==> src/rtl/inst_fetch_queue.sv <==
`default_nettype none
// ============================================================================
//  Module   : inst_fetch_queue
//  Purpose  : Byte-serial instruction fetcher (4 bytes/word, big-endian) that
//             feeds a circular queue of {word, pc}. Define IFQ_PERF_EN to add
//             the perf_fetched / perf_stall counters.
//  Revision : 1.0
// ============================================================================
module inst_fetch_queue #(
   parameter int unsigned DEPTH    = 4,
   parameter logic [31:0] RESET_PC = 32'h0
) (
   input  logic        clk,
   input  logic        reset,
   input  logic        fetch_en,
   output logic [4:0]  imem_addr,
   input  logic [7:0]  imem_rdata,
   input  logic        redirect_valid,
   input  logic [31:0] redirect_pc,
   output logic        inst_valid,
   input  logic        inst_ready,
   output logic [31:0] inst_data,
   output logic [31:0] inst_pc,
   output logic [3:0]  q_count
`ifdef IFQ_PERF_EN
   ,
   output logic [31:0] perf_fetched,
   output logic [31:0] perf_stall
`endif
);

   localparam int unsigned PTR_W     = $clog2(DEPTH);
   localparam logic [3:0]  FULL_CNT  = 4'(DEPTH);
   localparam logic [31:0] RESET_FPC = {RESET_PC[31:2], 2'b00};

   logic [31:0]      fpc_q, fpc_d;
   logic [1:0]       bcnt_q, bcnt_d;
   logic [23:0]      part_q, part_d;
   logic [PTR_W-1:0] wptr_q, wptr_d;
   logic [PTR_W-1:0] rptr_q, rptr_d;
   logic [3:0]       cnt_q, cnt_d;
   logic [31:0]      data_q [DEPTH];
   logic [31:0]      pc_q   [DEPTH];

   logic w_pop;
   logic w_full;
   logic w_hold;
   logic w_capture;
   logic w_push;
   logic w_unused;

   assign w_unused = &{1'b0, redirect_pc[1:0]};

   assign imem_addr  = fpc_q[4:0] + {3'b000, bcnt_q};
   assign inst_valid = (cnt_q != 4'd0);
   assign inst_data  = data_q[rptr_q];
   assign inst_pc    = pc_q[rptr_q];
   assign q_count    = cnt_q;

   // The final byte of a word may only be taken when its push has room,
   // i.e. the queue is not full or the head leaves on this same edge.
   always_comb begin
      w_pop     = inst_valid & inst_ready;
      w_full    = (cnt_q == FULL_CNT);
      w_hold    = (bcnt_q == 2'd3) & w_full & ~w_pop;
      w_capture = fetch_en & ~redirect_valid & ~w_hold;
      w_push    = w_capture & (bcnt_q == 2'd3);
   end

   always_comb begin
      fpc_d  = fpc_q;
      bcnt_d = bcnt_q;
      part_d = part_q;
      if (redirect_valid) begin
         fpc_d  = {redirect_pc[31:2], 2'b00};
         bcnt_d = 2'd0;
      end else if (w_capture) begin
         if (bcnt_q == 2'd3) begin
            fpc_d  = fpc_q + 32'd4;
            bcnt_d = 2'd0;
         end else begin
            bcnt_d = bcnt_q + 2'd1;
            case (bcnt_q)
               2'd0:    part_d[23:16] = imem_rdata;
               2'd1:    part_d[15:8]  = imem_rdata;
               default: part_d[7:0]   = imem_rdata;
            endcase
         end
      end
   end

   always_comb begin
      wptr_d = wptr_q;
      rptr_d = rptr_q;
      cnt_d  = cnt_q;
      if (redirect_valid) begin
         wptr_d = '0;
         rptr_d = '0;
         cnt_d  = 4'd0;
      end else begin
         if (w_push) wptr_d = wptr_q + 1'b1;
         if (w_pop)  rptr_d = rptr_q + 1'b1;
         case ({w_push, w_pop})
            2'b10:   cnt_d = cnt_q + 4'd1;
            2'b01:   cnt_d = cnt_q - 4'd1;
            default: cnt_d = cnt_q;
         endcase
      end
   end

   always_ff @(posedge clk or posedge reset) begin
      if (reset) begin
         fpc_q  <= RESET_FPC;
         bcnt_q <= 2'd0;
         part_q <= 24'd0;
         wptr_q <= '0;
         rptr_q <= '0;
         cnt_q  <= 4'd0;
      end else begin
         fpc_q  <= fpc_d;
         bcnt_q <= bcnt_d;
         part_q <= part_d;
         wptr_q <= wptr_d;
         rptr_q <= rptr_d;
         cnt_q  <= cnt_d;
      end
   end

   // Storage is cleared on reset so the head outputs read zero afterwards.
   always_ff @(posedge clk or posedge reset) begin
      if (reset) begin
         for (int i = 0; i < int'(DEPTH); i++) begin
            data_q[i] <= 32'd0;
            pc_q[i]   <= 32'd0;
         end
      end else if (w_push) begin
         data_q[wptr_q] <= {part_q, imem_rdata};
         pc_q[wptr_q]   <= fpc_q;
      end
   end

`ifdef IFQ_PERF_EN
   logic [31:0] perf_fetched_q;
   logic [31:0] perf_stall_q;

   always_ff @(posedge clk or posedge reset) begin
      if (reset) begin
         perf_fetched_q <= 32'd0;
         perf_stall_q   <= 32'd0;
      end else begin
         if (w_push)
            perf_fetched_q <= perf_fetched_q + 32'd1;
         if (fetch_en & ~redirect_valid & w_hold)
            perf_stall_q <= perf_stall_q + 32'd1;
      end
   end

   assign perf_fetched = perf_fetched_q;
   assign perf_stall   = perf_stall_q;
`endif

endmodule
`default_nettype wire

==> config.mk <==
export PLATFORM = sky130hd
export DESIGN_NAME = inst_fetch_queue
export DESIGN_NICKNAME = d
export VERILOG_FILES = /design/src/rtl/inst_fetch_queue.sv
export SDC_FILE = /design/constraint.sdc
export NUM_CORES = 1
export LEC_CHECK = 0
export CAP_MARGIN = 20
export CORE_ASPECT_RATIO = 0.6
export CORE_MARGIN = 3
export CORE_UTILIZATION = 53
export CTS_CLUSTER_SIZE = 25
export DETAILED_ROUTE_END_ITERATION = 10
export GPL_TIMING_DRIVEN = 0
export HOLD_SLACK_MARGIN = 0.1
export PLACE_DENSITY = 0.83
export SYNTH_ARGS = -nofsm -noshare
export SYNTH_HDL_FRONTEND = slang
export SYNTH_SLANG_ARGS = --single-unit
==> constraint.sdc <==
create_clock -name clk -period 11.6 [get_ports clk]
set_clock_uncertainty 0.1 [all_clocks]
set_input_delay 3.48 -clock clk [delete_from_list [all_inputs] [get_ports clk]]
set_output_delay 3.48 -clock clk [all_outputs]
set_load 0.02 [all_outputs]
# Word-level counts from Yosys, hierarchy flattened
# Cells that the tools add are included.
[op_classes]
muxes = 22
add_sub_neg = 7
n_reduce_logical = 13
n_lt_le_gt_ge = 3
n_eq_ne = 5
bitwise = 13
[ops]
columns = ["operator", "count"]
rows = [
  ["bitwise mux 128 bit", 2],
  ["2-to-1 mux 32 bit", 8],
  ["binary-select mux 32 bit (select 2 bit)", 2],
  ["demux 32 bit (select 2 bit)", 1],
  ["adder 32 x 3 -> 32 bit, second input constant", 1],
  ["2-to-1 mux 2 bit", 7],
  ["AND reduction 4 bit", 3],
  ["one-hot mux 4 bit (2 select lines)", 1],
  ["nonzero test 2 bit", 4],
  ["adder 2 x 1 -> 2 bit, second input constant", 3],
  ["AND 1 bit", 6],
  [">= comparator 3 bit, second input constant", 2],
  ["inverter 2 -> 3 bit", 2],
  ["adder 5 x 2 -> 5 bit", 1],
  ["inverter 1 bit", 5],
  ["adder 4 x 1 -> 4 bit, second input constant", 1],
  ["equality test 2 x 1 -> 1 bit, second input constant", 2],
  ["equality test 2 bit, second input constant", 2],
  ["equality test 4 x 3 -> 1 bit, second input constant", 1],
  ["2-to-1 mux 4 bit", 1],
  ["nonzero test 4 bit", 1],
  ["subtractor 4 x 1 -> 4 bit, second input constant", 1],
  ["< comparator 3 x 1 -> 1 bit, second input constant", 1],
  ["nonzero test 3 bit", 1],
  ["other kinds (4)", 4],
]
[totals]
output_inout_bits = 74
reg_bits = 322
elab_cells = 79
inputBits = 45

# Logic depth before layout (Yosys ltp)
[logic_depth]
word_depth = 10
depth_mapped = 9
ltp_nobuf = 9

# Worst setup path before layout
# OpenSTA, ideal clock, no wires.
[synth_timing]
path_type = "input to register"
startpoint = "input redirect_valid"
endpoint = "register cnt_q[3], in the netlist q_count[3]"
t_required_ns = 11.368
setup_slack_ns = 6.289
path_buffers = 1
path_stages = 8
setup_ns = 0.132
arrival_ns = 5.079
cell_sequence = "buf_2 -> nand3b_4 -> nor2b_1 -> ha_1 -> a31o_2 -> a32oi_1 -> xor2_1 -> nor2_1"
[synth_via]
elab_chain_len = 7
word_cells_on_any_way = 9
classes_between = "eq/ne: 2; mux: 2; bitwise: 4; reduce/logical: 1"
[synth_lines]
columns = ["element", "line", "rtl"]
rows = [
  ["start: declaration", "18", "input logic redirect_valid,"],
  ["inverter 1 bit (no source line)", "n/a", ""],
  ["AND 1 bit (2 in series)", "66", "w_capture = fetch_en & ~redirect_valid & ~w_hold;"],
  ["AND 1 bit", "67", "w_push = w_capture & (bcnt_q == 2'd3);"],
  ["equality test 2 x 1 -> 1 bit or equality test 2 bit (tied branches)", "103", "case ({w_push, w_pop})"],
  ["one-hot mux 4 bit (2 select lines)", "103", ""],
  ["2-to-1 mux 4 bit", "96", "if (redirect_valid) begin"],
  ["end signal: assignment", "125", "cnt_q <= cnt_d;"],
  ["end: declaration", "41", "logic [3:0] cnt_q, cnt_d;"],
]
# Several ways; a longest one is shown, not always the timed one.
# A chain may end at the register's enable or synchronous reset.

# Worst setup path in the final report
[layout_timing]
startpoint = "register rptr_q[0]"
endpoint = "output inst_data[28]"
[layout_via]
elab_chain_len = 4
[layout_lines]
columns = ["element", "line", "rtl"]
rows = [
  ["start: declaration", "40", "logic [PTR_W-1:0] rptr_q, rptr_d;"],
  ["start signal: assignment", "124", "rptr_q <= rptr_d;"],
  ["inverter 2 -> 3 bit (not written as such)", "56", "assign inst_data = data_q[rptr_q];"],
  ["binary-select mux 32 bit (select 2 bit)", "56", ""],
  ["2-to-1 mux 32 bit (not written as such) (2 in series)", "56", ""],
  ["end: declaration", "22", "output logic [31:0] inst_data,"],
]
# No other way between the ends. The select of a mux whose other input is x is not followed.

==> metrics.md <==
| Metric | Value |
|---|---|
| Critical path fanouts, max | 10 |
| DR iter-0 viols | 819 |
| Layout area overhead | 19.8% |
| Slew Viols, Final | 0 |
| Gpl congestion | 0.912 |
| Die height | 133 um |
| Detail Placement HPWL | 23800 um |
| DRC | 0 |
| Post CTS Setup Buffer Count | 0 |
| Clock transition at path regs | 0.07 ns |
| Final worst path period need | 6.70 ns |
| Ys Warns | 0 |
| Starting Density | 55.2% |
| Mux cell area share after synthesis | 30.8% |
| Total track usage | 24.2% |
| Part of the Yosys area used for sequential elements | 54.8% |
| Routed vias | 9105 |
| Post-Synthesis Mean Instance Area | 14.6 um^2 |
| Post-synthesis xor/xnor area fraction | 0.491% |
| RSZ-0062 raised after global routing | false |
| Post-synth EDFFs | 0 |
| Remaining antenna violation count after routing | 0 |
| GR Util met3 | 4.41% |
| Drt first pass iters | 6 |
| Largest family of logic cells by synthesized area | multiplexers |
| Final Setup Violations | 0 |
| Vias in the first global route | 9448 |
| HP Class | reg2reg |
| Clock Path Buffers | 3 |
| Leading area contributor after synthesis | dfrtp_1 |
| Mapped Cells | 976 |
| Largest net degree at the start of global routing | 44 |
| Worst-Margin Slew | 0.901 ns |
| Worst VDD drop | 0.0000843 V |
| CTS tree | yes |
| I/O pins | 119 |
| Outcome | complete, no violations |
| CTS Sinks | 312 |
| Post-synthesis simple-gate area fraction | 4.74% |
| Yosys cell types | 52 |
| Routed wire per std cell | 22.9 um |
| Antenna fix cells | 0 |
| # fillers | 1762 |
| Antenna violations before repair | 0 |
| Synth area leaders | dfrtp_1, mux2_2, mux4_2 |
| CTS Buf Count | 29 |
| Area share of the largest cell type after synthesis | 54.8% |
| Max-slew headroom | 39.8% |
| WL final | 34400 um |
| PD cells | 162 mW/mm^2 |
| WP data arrival | 3.12 ns |
| Grt met1 use | 38.3% |
| Final Hold Fails | 0 |
| Pleak | 7.98 nW |
| Clock latency on the worst-skew pair | 0.55 ns |
| Setup ws final | 4.90 ns |
| Core Util, Final | 66.1% |
| Post-synth ARST share | 100% |
| Crit path launch type | register |
| Synth Area in Adders | 0.965% |
| First-pass GRT wire length | 54800 um |
| Busiest metal layer after global routing | met1 |
| Register bit count reported by yosys | 312 |
| Dpl ws | 5.45 ns |
| Die width | 218 um |
| Fmax | 0.149 GHz |
| Post-CTS Resized | 0 |
| Port Buffer Count | 113 |
| DR vias/cell | 6.06 |
| Core ar. | 0.0258 mm^2 |
| Remaining global-route overflow | 0 |
| Number of H-tree levels | 1 |
| Max_cap viols | 0 |
| Total power | 0.00277 W |
| Root buffer cell | clkbuf_16 |
| Setup Crit Path Kind | reg2out |
| Die area | 0.0290 mm^2 |
| # hold bufs at CTS | 0 |
| Rows | 45 |
| Final setup TNS | 0 ns |
| Hold slack final | 0.379 ns |
| Mapped cell area | 0.0143 mm^2 |
| Tcrit/Tclk final | 57.7% |
| Synth Flop Type | dfrtp_1 |
| Layout cells sized above 1 | 39.0% |
| Fraction of the mapped netlist area in compound gates | 4.24% |
| Nets | 1185 |
| GR Layer Usage met2 | 35.6% |
| WP data required | 8.02 ns |
| Crit end category | primary output |
-- cell families (layout without fill, tap and decap cells) --
family	after synthesis	after routing
other	1	2
buffers and inverters	92	265
XOR/XNOR	8	8
AND/OR/NAND/NOR	138	138
AO/OA/AOI/OAI	85	85
flip-flops	312	312
adder cells (fa/ha/maj)	11	11
multiplexers	329	329
-- state kept, by name, summed over array words and instances, names as in the netlist --
| name | cells |
|---|---|
| bcnt_q | 2 |
| data_q | 128 |
| fpc_q | 30 |
| part_q | 24 |
| pc_q | 120 |
| q_count | 4 |
| rptr_q | 2 |
| wptr_q | 2 |
-- placed cells by master (no fill, tap or decap), types with 7 or more instances in the layout --
master | netlist | final
dfrtp_1 | 312 | 312
mux2_2 | 261 | 261
clkdlybuf4s50_1 | 0 | 113
mux4_2 | 62 | 62
nand2_1 | 61 | 61
o21ai_0 | 32 | 32
clkbuf_16 | 0 | 29
clkbuf_1 | 27 | 27
nor2_1 | 23 | 23
buf_2 | 20 | 20
buf_6 | 20 | 20
nand3_1 | 17 | 17
inv_1 | 12 | 11
buf_4 | 11 | 11
ha_1 | 11 | 11
nand4_1 | 10 | 10
o311ai_0 | 10 | 10
o211ai_1 | 9 | 9
bufinv_16 | 0 | 8
buf_12 | 0 | 8
clkinvlp_4 | 0 | 7
-- cell type report --
cell class | count | area (um^2) | area share [%]
Buffer | 80 | 518 | 3.03
Multi-Input combinational cell | 573 | 5890 | 34.5
Sequential cell | 312 | 7810 | 45.7
Clock buffer | 31 | 753 | 4.41
Tap cell | 352 | 440 | 2.58
Clock inverter | 21 | 324 | 1.90
Inverter | 12 | 48.8 | 0.286
Timing Repair Buffer | 121 | 1290 | 7.56
-- stage by stage --
stage	area [um^2]	cells
after floorplan	14300	977
after global placement	15800	1442
after detailed placement	16000	1450
after CTS	17100	1502
after global routing	17100	1502
final	17100	1502
-- path summary, 6_finish.rpt --
check | cells past startpoint | start | slack, ns | to
worst max-delay path | 4 | rptr_q[0]$_DFFE_PP0P_ | 4.90 | inst_data[28]
worst min register to register | 2 | pc_q[57]$_DFFE_PP0P_ | 0.38 | pc_q[57]$_DFFE_PP0P_
worst max register to register | 8 | q_count[1]$_DFFE_PP0P_ | 8.94 | q_count[3]$_DFFE_PP0P_
worst min-delay path | 2 | pc_q[57]$_DFFE_PP0P_ | 0.38 | pc_q[57]$_DFFE_PP0P_
max in group asynchronous | 7 | reset | 6.42 | part_q[13]$_DFFE_PP0P_
min in group asynchronous | 2 | reset | 3.37 | pc_q[107]$_DFFE_PP0P_
-- worst max-delay path, stage by stage, from the launching register on --
cell and delay, ns:
dfrtp_1 0.33, clkbuf_1 0.56, buf_2 0.49, mux4_2 0.61, clkdlybuf4s50_1 0.57
-- per-layer routing --
layer / vias to the layer above / wire length, um
met5: - / 0
met4: 0 / 602
met3: 62 / 2270
met2: 342 / 15100
met1: 4797 / 16400
li1: 3904 / -
-- cell usage after synthesis (6+ instances only) --
| cell type | instances |
|---|---|
| mux2_2 | 261 |
| mux4_2 | 62 |
| clkbuf_1 | 27 |
| nor3_1 | 6 |
| buf_6 | 20 |
| dfrtp_1 | 312 |
| o311ai_0 | 10 |
| o21ai_0 | 32 |
| nand3_1 | 17 |
| nand2_1 | 61 |
| mux2i_1 | 6 |
| nand4_1 | 10 |
| a31oi_1 | 6 |
| a21oi_1 | 6 |
| o211ai_1 | 9 |
| inv_1 | 12 |
| buf_4 | 11 |
| nor2_1 | 23 |
| buf_2 | 20 |
| ha_1 | 11 |
-- power by group --
| part | switching, W | internal, W |
|---|---|---|
| Sequential | 0.0000772 | 0.00117 |
| Combinational | 0.000224 | 0.000229 |
| Clock | 0.000425 | 0.000649 |
| Total | 0.000726 | 0.00205 |
Note: power is estimated with default switching activity, not from simulation.
